--- src/rtl/meta_rr_arbiter.sv ---
// Round-robin arbiter that funnels per-requester metadata words into one
// registered output slot feeding the downstream meta FIFO.
module meta_rr_arbiter #(
  parameter int unsigned NUM_REQ = 4,
  parameter int unsigned META_W  = 192,
  parameter int unsigned IDW     = 2
) (
  input  logic                      clk,
  input  logic                      rst,
  input  logic [NUM_REQ-1:0]        req_valid,
  output logic [NUM_REQ-1:0]        req_ready,
  input  logic [NUM_REQ*META_W-1:0] req_bus,
  input  logic                      en,
  input  logic                      fifo_almost_full,
  output logic                      out_valid,
  input  logic                      out_ready,
  output logic [META_W-1:0]         out_bus,
  output logic [IDW-1:0]            out_src,
  output logic [31:0]               grant_cnt,
  output logic                      busy
);

  localparam int unsigned CNT_W = 32;

  typedef enum logic {
    EMPTY = 1'b0,
    FULL  = 1'b1
  } state_t;

  state_t         state_q;
  logic [IDW-1:0] last_gnt;
  logic [IDW-1:0] winner;
  logic [IDW-1:0] idx;
  logic           found;
  logic           can_acc;
  logic           accept;

  // Ascending search with wrap, starting just after the last granted requester.
  always_comb begin
    found  = 1'b0;
    winner = '0;
    idx    = '0;
    for (int unsigned k = 1; k <= NUM_REQ; k++) begin
      idx = IDW'((32'(last_gnt) + k) % NUM_REQ);
      if (!found && req_valid[idx]) begin
        found  = 1'b1;
        winner = idx;
      end
    end
  end

  // The slot can take a word when empty or when its current word leaves this cycle.
  assign can_acc = ~rst & en & ~fifo_almost_full & (~out_valid | out_ready);
  assign accept  = found & can_acc;

  always_comb begin
    req_ready = '0;
    if (accept) begin
      req_ready[winner] = 1'b1;
    end
  end

  assign out_valid = (state_q == FULL);
  assign busy      = out_valid;

  always_ff @(posedge clk or posedge rst) begin
    if (rst) begin
      state_q   <= EMPTY;
      out_bus   <= '0;
      out_src   <= '0;
      grant_cnt <= '0;
      last_gnt  <= IDW'(NUM_REQ - 1);
    end else begin
      if (accept) begin
        out_bus   <= req_bus[32'(winner) * META_W +: META_W];
        out_src   <= winner;
        last_gnt  <= winner;
        grant_cnt <= grant_cnt + CNT_W'(1);
      end
      case (state_q)
        EMPTY: if (accept) state_q <= FULL;
        FULL:  if (!accept && out_ready) state_q <= EMPTY;
        default: state_q <= EMPTY;
      endcase
    end
  end

endmodule
--- config.mk ---
export PLATFORM = sky130hd
export DESIGN_NAME = meta_rr_arbiter
export DESIGN_NICKNAME = d
export VERILOG_FILES = /design/src/rtl/meta_rr_arbiter.sv
export SDC_FILE = /design/constraint.sdc
export NUM_CORES = 1
export LEC_CHECK = 0
export ABC_CLOCK_PERIOD_IN_PS = 17200
export CORE_AREA = 2 2 392 394
export DETAILED_ROUTE_END_ITERATION = 6
export DIE_AREA = 0 0 394 396
export SYNTH_ARGS = -nofsm -noshare
export SYNTH_HDL_FRONTEND = slang
export SYNTH_SLANG_ARGS = --single-unit
--- constraint.sdc ---
create_clock -name clk -period 17.2 [get_ports clk]
set_input_delay 2.58 -clock clk [delete_from_list [all_inputs] [get_ports clk]]
set_output_delay 2.58 -clock clk [all_outputs]
set_load 0.05 [all_outputs]
==> metrics <==
peak supply drop 0.0000752 V; Worst path max stage delay 0.86 ns; Rel. slew slack 14.2%; Die ar. 156000 um^2; Post-synth top flop dfrtp_1; max-slew violations 0; Post-synth ARST share 100%; met3 WL 12700 um; Mapped Avg Cell Area 11.5 um^2; core area 152000 um^2; Max Fclk 121 MHz; pin count of the biggest net entering global routing 156; sequential share of the synthesized area 40.3%; setup TNS 0 ns; dpl hpwl 99800 um; Final Routed Wirelength 120000 um; hold_buf cts 0; Post-Syn Area 14200 um^2; most frequent cell after synthesis mux2i_1; clock buffer depth 3; Yosys top cell by area dfrtp_1; vias 15200; Die Ht 396 um; most used cell along the critical path clkdlybuf4s50_1; DR iter-0 viols 1208; crit start category primary input; GRT overflow 0; Crit Path Max Fanout 99; number of CTS-inserted buffers 37; post-CTS sizing 0; wire per inst 28.0 um; global-route wire length before repair 154000 um; clk root buf clkbuf_16; Clock Pin Slew Worst Setup and Hold Paths 0.06 ns; Initial Util 9.39%; Critical Path RT 14.62 ns; max-cap violations 0; postcts setup bufs 0; num rows 143; initial antenna violation count 103; #FFs+latches synth 229; I/O pin cnt 1009; RSZ-0062 raised after global routing false; DR top layer met5; Critical Path AT 5.72 ns; leakage 0.0112 uW; vias in the first global route 15300; slew at the pin with the worst max-slew slack 1.29 ns; GPL Wtd Cong 0.908; H-tree depth 2; HP Class flop to flop; All-Layer GR Usage 14.7%; Routed Antenna Nets 0; Final period util 48.2%; synth top area cells dfrtp_1 40%, mux2i_1 27%, o221ai_2 11%, o221ai_1 5.7%, nand2_1 5.6%; DRT Pass-1 Iters 5; Mapped Nets 2020; Final Setup Violations 0; port bufs 1008; Tmin final 8.30 ns; Post-synth top cells 384 x mux2i_1, 227 x dfrtp_1, 213 x nand2_1, 100 x o221ai_2, 92 x o221ai_1; final setup skew 0.0293 ns; status completed; metal2 WL 57300 um; Critical Path End Type output pin; Final Hold Vio Count 0; Area Growth Syn to Fin 94.4%; Post-Synthesis Cells 1242; Vias/cell 3.56; CTS tree done; kind of critical path primary input to output pin; Synth cell types 40; clock latency on the worst-skew pair 0.58 ns; fraction of layout cells with a size suffix above 1 8.67%; Yosys top cell area share 39.9%; wl on met1 47200 um; CTS sink count 229; EDFF count, synth 0; CP Cell Sequence clkdlybuf4s50_1 -> nand2b_1 -> o21a_1 -> a21oi_1 -> nand2_8 -> nor2_1 -> clkdlybuf4s50_1; power density over the cells 136 nW/um^2; Filler cells 16700; Final Net Count 2979; final routed DRC violation total 0; yosys warns 0; DIE WIDTH 394 um; critical path's slowest cell clkdlybuf4s50_1; fin util 18.3%
cell families after synthesis:
group	synth area share [%]
AOI/OAI and AO/OA	16.7
xor gates and xnor gates	1.91
adders and majority gates	0.0879
buffers and inverters	5.57
DFF	40.3
muxes	27.0
and+or+nand+nor	8.49
placed cells by master, fill, tap and decap left out, types with 19 or more instances in the layout:
cell and instances:
o221ai_1 92, clkbuf_16 37, nand2_1 213, diode_2 19
clkdlybuf4s50_1 1008, mux2i_1 384, dfrtp_1 227, buf_4 19
o221ai_2 100, xnor2_1 19
final cells by class:
type                    instances  area (um^2)  area share [%]
flip-flops and latches        229         5730            20.7
multi-input cells             897         7740            28.0
repair buffers               1030        10300            37.2
inverters                       6         30.0           0.109
clock buffers                  47         1010            3.66
diodes                         19         47.5           0.172
clock inverters                16          278            1.00
well taps                    2030         2540            9.18
registers in the layout (all words and copies together), names as in the netlist:
signal / cells
out_bus: 192
busy: 1
last_gnt: 2
out_src: 2
grant_cnt: 32
routing by layer:
layer / vias to the layer above / GRT usage, %
li1: 6679 / -
met1: 7467 / 17.4
met2: 844 / 24.5
met3: 203 / 6.49
met4: 40 / 3.00
met5: - / 0
metrics by stage:
stage	cell area (um^2)	std cells	power [uW]	hold WS [ns]	worst slack [ns]
finish	27700	4274	3770	0.485	8.90
global route	27600	4262	3950	0.498	8.71
CTS	27600	4255	3840	0.489	8.84
detailed placement	26300	4192	2940	0.470	8.85
global placement	26300	4192	2940	0.458	8.79
floorplan	14200	1242	2020	0.489	8.35
worst paths after layout:
check                      depth (start not counted)    startpoint      endpoint  slack, ns
setup / recovery                                   7  req_valid[3]  req_ready[2]       8.90
hold / removal                                     2   out_bus[40]   out_bus[40]       0.48
setup reg to reg                                   9   last_gnt[0]  out_bus[136]      12.05
hold reg to reg                                    2   out_bus[40]   out_bus[40]       0.48
max in group asynchronous                          3           rst   out_bus[90]      13.10
min in group asynchronous                          2           rst  out_bus[179]       2.54
power by group:
group | switching (uW) | leakage [uW] | internal, uW
sequential | 122 | 0.00288 | 717
combinational | 1330 | 0.00769 | 747
clock | 332 | 0.000623 | 522
worst max-delay path: cells and delay by family:
kind / cells / cell delay (ns)
AO/OA/AOI/OAI: 2 / 0.65
buffers and inverters: 2 / 1.43
AND/OR/NAND/NOR: 3 / 1.04
Power figures use the tool's default switching activity.
